## src/rtl/ame_num_normal_pipe.sv

```systemverilog
// Multi-lane approximate-magnitude normaliser: shifts each lane right by the MSB index
// of its approximation word, with optional half-up rounding, sign and zero flag.
module ame_num_normal_pipe #(
  parameter int DATA_BITS  = 64,
  parameter int LANES      = 4,
  parameter int SHIFT_BITS = $clog2(DATA_BITS)
) (
  input  logic                          clk_i,
  input  logic                          rst_i,
  input  logic                          s_valid_i,
  output logic                          s_ready_o,
  input  logic                          s_round_i,
  input  logic [LANES*DATA_BITS-1:0]    s_approx_i,
  input  logic [LANES-1:0]              s_sign_i,
  input  logic [LANES*DATA_BITS-1:0]    s_data_i,
  output logic                          m_valid_o,
  input  logic                          m_ready_i,
  output logic [LANES*DATA_BITS-1:0]    m_data_o,
  output logic [LANES-1:0]              m_zero_o,
  output logic [LANES*SHIFT_BITS-1:0]   m_shift_o
);

  function automatic logic [SHIFT_BITS-1:0] msb_idx(input logic [DATA_BITS-1:0] a);
    logic [SHIFT_BITS-1:0] k;
    k = '0;
    for (int i = 0; i < DATA_BITS; i++)
      if (a[i]) k = SHIFT_BITS'(i);
    return k;
  endfunction

  function automatic logic [DATA_BITS-1:0] round_half_up(input logic [DATA_BITS-1:0] r,
                                                         input logic rbit, input logic en);
    return en ? r + DATA_BITS'(rbit) : r;
  endfunction

  function automatic logic signed [DATA_BITS-1:0] apply_sign(input logic [DATA_BITS-1:0] r,
                                                             input logic neg);
    logic signed [DATA_BITS-1:0] s;
    s = $signed(r);
    return neg ? -s : s;
  endfunction

  logic                  vld_p1, vld_p2, load_p1, load_p2;
  logic                  round_p1;
  logic [SHIFT_BITS-1:0] k_p0    [LANES];
  logic                  zero_p0 [LANES];
  logic                  rbit_p0 [LANES];
  logic [SHIFT_BITS-1:0] k_p1    [LANES];
  logic                  zero_p1 [LANES];
  logic                  rbit_p1 [LANES];
  logic                  sign_p1 [LANES];
  logic [DATA_BITS-1:0]  data_p1 [LANES];
  logic signed [DATA_BITS-1:0] res_p1 [LANES];
  logic signed [DATA_BITS-1:0] data_p2 [LANES];
  logic [SHIFT_BITS-1:0] shift_p2 [LANES];
  logic                  zero_p2  [LANES];

  assign s_ready_o = ~vld_p1 | ~vld_p2 | m_ready_i;
  assign load_p1   = s_valid_i & s_ready_o;
  assign load_p2   = vld_p1 & (~vld_p2 | m_ready_i);
  assign m_valid_o = vld_p2;

  // Stage 0 -> 1: priority encode and capture the bit just below the shift point
  always_comb begin
    for (int l = 0; l < LANES; l++) begin
      logic [DATA_BITS-1:0]  a, d;
      logic [SHIFT_BITS-1:0] km1;
      a          = s_approx_i[l*DATA_BITS +: DATA_BITS];
      d          = s_data_i[l*DATA_BITS +: DATA_BITS];
      k_p0[l]    = msb_idx(a);
      zero_p0[l] = ~|a;
      km1        = k_p0[l] - SHIFT_BITS'(1);
      rbit_p0[l] = (k_p0[l] != '0) ? d[km1] : 1'b0;
    end
  end

  always_ff @(posedge clk_i) begin
    if (rst_i) begin
      vld_p1   <= 1'b0;
      round_p1 <= 1'b0;
      for (int l = 0; l < LANES; l++) begin
        k_p1[l]    <= '0;
        zero_p1[l] <= 1'b0;
        rbit_p1[l] <= 1'b0;
        sign_p1[l] <= 1'b0;
        data_p1[l] <= '0;
      end
    end else if (load_p1) begin
      vld_p1   <= 1'b1;
      round_p1 <= s_round_i;
      for (int l = 0; l < LANES; l++) begin
        k_p1[l]    <= k_p0[l];
        zero_p1[l] <= zero_p0[l];
        rbit_p1[l] <= rbit_p0[l];
        sign_p1[l] <= s_sign_i[l];
        data_p1[l] <= s_data_i[l*DATA_BITS +: DATA_BITS];
      end
    end else if (load_p2) begin
      vld_p1 <= 1'b0;
    end
  end

  // Stage 1 -> 2: shift, round, zero override, then negate
  always_comb begin
    for (int l = 0; l < LANES; l++) begin
      logic [DATA_BITS-1:0] r;
      r = data_p1[l] >> k_p1[l];
      r = round_half_up(r, rbit_p1[l], round_p1);
      if (zero_p1[l]) r = '0;
      res_p1[l] = apply_sign(r, sign_p1[l]);
    end
  end

  always_ff @(posedge clk_i) begin
    if (rst_i) begin
      vld_p2 <= 1'b0;
      for (int l = 0; l < LANES; l++) begin
        data_p2[l]  <= '0;
        shift_p2[l] <= '0;
        zero_p2[l]  <= 1'b0;
      end
    end else if (load_p2) begin
      vld_p2 <= 1'b1;
      for (int l = 0; l < LANES; l++) begin
        data_p2[l]  <= res_p1[l];
        shift_p2[l] <= k_p1[l];
        zero_p2[l]  <= zero_p1[l];
      end
    end else if (m_ready_i) begin
      vld_p2 <= 1'b0;
    end
  end

  always_comb begin
    m_data_o  = '0;
    m_zero_o  = '0;
    m_shift_o = '0;
    for (int l = 0; l < LANES; l++) begin
      m_data_o[l*DATA_BITS +: DATA_BITS]    = data_p2[l];
      m_zero_o[l]                           = zero_p2[l];
      m_shift_o[l*SHIFT_BITS +: SHIFT_BITS] = shift_p2[l];
    end
  end

endmodule

```

## config.mk

```make
export PLATFORM = sky130hd
export DESIGN_NAME = ame_num_normal_pipe
export DESIGN_NICKNAME = d
export VERILOG_FILES = /design/src/rtl/ame_num_normal_pipe.sv
export SDC_FILE = /design/constraint.sdc
export NUM_CORES = 2
export LEC_CHECK = 0
export ABC_AREA = 1
export CORE_MARGIN = 2
export CORE_UTILIZATION = 57
export CTS_CLUSTER_DIAMETER = 100
export DETAILED_ROUTE_END_ITERATION = 8
export PLACE_DENSITY_LB_ADDON = 0.25
export SYNTH_ARGS = -nofsm -noshare
export SYNTH_HDL_FRONTEND = slang
export SYNTH_SLANG_ARGS = --single-unit
```

## constraint.sdc

```tcl
create_clock -name clk_i -period 10.8 [get_ports clk_i]
set_clock_uncertainty 0.05 [all_clocks]
set_input_delay 1.08 -clock clk_i [delete_from_list [all_inputs] [get_ports clk_i]]
set_output_delay 1.08 -clock clk_i [all_outputs]
set_load 0.1 [all_outputs]
```

==> flow_summary.ini <==
[setup_path]
critPathKind = flop to flop
start_kind = flop
critPathMaxFanout = 59
rr_startpoint = k_p1[0][0]
regToRegEndpoint = data_p2[0][61]
critPathSlowestCell = edfxtp_1
endpoint_kind = flop
crit_required_ns = 11.20
slowest_delay_ns = 0.94
rrSetupSlack_ns = 2.51
path_common_cell = inv_2
critPathArrivalTime_ns = 8.69
r2r_cells = 48

[synthesis]
syn_area_um2 = 59200
yosysTopAreaCellShare_pct = 29.2
synth_area_leaders = edfxtp_1 (29%), nand2_1 (13%), inv_1 (9.9%)
synth-edff-count = 576
synth_cell_type_count = 76
yosysSeqAreaShare_pct = 29.3
synth.avg_cell_area_um2 = 6.26
async_flop_share_pct = 0
synth_flop_cell = edfxtp_1
yosysMostFrequentCell = nand2_1
synthTopCellsByCount = nand2_1 (1980), inv_1 (1570), nor2_1 (1433)
yosysWarnings = 0
synthCells = 9459
ys_ff_latch = 579
synth_largest_area_cell = edfxtp_1
synth_nets = 9997

[timing]
rsz0062_at_grt = no
tns_ns = 0
slew_headroom_pct = 8.21
slew_viol_final = 0
max_freq_ghz = 0.121
setup_viol = 0
period_share_pct = 76.8
tightest_slew_ns = 1.36
fin_crit_ns = 8.29
finalHoldViolations = 0
hold_slack_ns = 0.488

[layout]
final_cells = 11400
nNetsFinal = 10500
drive_above_1_share_pct = 5.23
area_delta_synth_final_pct = 16.8

[floorplan]
die_y_um = 326
start_util_pct = 57.3
core_um2 = 103000
ios = 807
fp-row-count = 118
dieArea_um2 = 107000
die_width_um = 326

[clocking]
clockBufferDepth = 3
cts_tree = yes
cts-resized-gates = 0
cts_setup_buffers = 0
clk_pin_slew_worst_paths_ns = 0.06
cts_max_level = 2
hold_buffers = 0
cts_sinks = 579
clk_latency_ns = 0.71
clockRootBuffer = clkbuf_16
numCtsBuffers = 61

[route]
drc = 13
routedWlPerCell_um = 20.6
via_per_inst = 5.87
drt_wl_total_mm = 235
dr.pass1.iters = 9
dr_total_vias = 67000
ant_nets = 0
drtIter0Drc = 8882

[power_and_ir_drop]
power_density_nw_per_um2 = 128
fin_total_pwr_w = 0.00883
p_leak_nw = 30.7
vdd_drop_max_mv = 0.136

[placement]
io_buffer_count = 806
dp_cells = 11300
globalplace.congestion = 1.08
dp_hpwl_mm = 186

[run_status]
status = complete, but fails checks
violations = DRC

[global_routing]
antenna_found_initial = 24
overflow = 0
grt_max_degree = 164
grt_pass1_vias = 61700
grt.total_usage_pct = 42.3
grt_pass1_wl_mm = 352

[run]
maxCapViolCount = 0

[worst_hold_path]
hold_class = flop to flop
hold_path_end = m_valid_o
whs_path_depth = 2
holdCritStartpoint = vld_p1
cell families (layout without fill, tap and decap cells):
| group | count (synthesis) | in the layout | share of synthesized area (%) |
|---|---|---|---|
| AND/OR/NAND/NOR | 4755 | 4755 | 34.5 |
| buffers and inverters | 2127 | 2673 | 15.0 |
| AO/OA/AOI/OAI | 1644 | 1644 | 15.2 |
| flip-flops | 579 | 579 | 29.3 |
| multiplexers | 314 | 314 | 5.31 |
| XOR/XNOR | 23 | 23 | 0.340 |
| adder cells (fa/ha/maj) | 17 | 17 | 0.359 |
| other | 0 | 25 | 0 |
worst max path at each step:
stage                   start        endpoint  slack (ns)  depth (start not counted)
6_report           k_p1[0][0]  data_p2[0][61]        2.51                         48
5_1_grt            k_p1[0][0]  data_p2[0][61]        1.78                         48
4_1_cts            k_p1[0][0]  data_p2[0][61]        2.71                         48
3_5_place_dp   s_approx_i[66]      rbit_p1[1]        2.45                         74
3_3_place_gp   s_approx_i[66]      rbit_p1[1]        2.53                         75
2_1_floorplan       m_ready_i   data_p1[0][0]        2.39                          6
report_power, final:
group | internal [W] | switching (W) | leakage (nW)
combinational | 0.00104 | 0.00278 | 23.5
sequential | 0.00266 | 0.0000776 | 6.27
clock | 0.00132 | 0.000957 | 1.02
total | 0.00502 | 0.00381 | 30.7
critical path, delay by kind of cell (launching register included):
kind | cells | cell delay [ns]
buffers and inverters | 12 | 1.17
AND/OR/NAND/NOR | 23 | 3.58
adder cells (fa/ha/maj) | 2 | 0.46
flip-flops | 1 | 0.94
AO/OA/AOI/OAI | 11 | 1.81
registers in the layout, summed over array words and instances, names as in the netlist:
name	cells
round_p1	1
data_p2	256
vld_p1	1
data_p1	256
zero_p2	4
m_valid_o	1
shift_p2	24
sign_p1	4
k_p1	24
zero_p1	4
rbit_p1	4
cells in the final DEF, fill, tap and decap left out, drive strengths merged, types with 9 or more instances in the layout:
cell | Yosys | final
ha | 17 | 17
a22oi | 21 | 21
mux2i | 314 | 314
o21a | 21 | 21
and3 | 9 | 9
bufinv | 0 | 12
clkinv | 6 | 31
o31ai | 13 | 13
xor2 | 19 | 19
o21ai | 1002 | 1002
buf | 215 | 84
or2 | 62 | 62
nor3b | 17 | 17
o211ai | 47 | 47
clkbuf | 226 | 66
a21oi | 385 | 385
clkdlybuf4s50 | 0 | 793
a31oi | 85 | 85
nor4 | 108 | 108
nand2 | 1998 | 1998
inv | 1680 | 1683
nor2 | 1493 | 1493
o41ai | 10 | 10
nand3 | 626 | 626
diode | 0 | 25
edfxtp | 576 | 576
o22ai | 22 | 22
nand3b | 11 | 11
nand4 | 90 | 90
nor3 | 335 | 335
layout make-up:
cell class              instances  area (um2)
well taps                    1380        1730
inverters                    1686        6360
diodes                         25        62.6
fillers                      9181       34100
flip-flops and latches        579       17400
multi-input cells            6753       33000
clock buffers                  66        1550
clock inverters                44         553
repair buffers                877        8590
per-stage QoR:
stage | instance area, um2 | utilization, % | setup WS, ns
6_report | 69200 | 67.0 | 2.51
5_1_grt | 69200 | 66.9 | 1.78
4_1_cts | 69100 | 66.9 | 2.71
3_5_place_dp | 67000 | 64.9 | 2.45
3_3_place_gp | 67000 | 64.9 | 2.53
2_1_floorplan | 59200 | - | 2.39
metal layers:
| layer | GRT usage (%) | vias up | part of all wire [%] |
|---|---|---|---|
| met4 | 27.6 | 6 | 7.5 |
| met3 | 9.73 | 903 | 11 |
| met1 | 50.5 | 30100 | 36 |
| met5 | 0 | - | 0.014 |
| met2 | 68.6 | 4180 | 45 |
| li1 | - | 31800 | - |
(Power assumes the default switching activity.)
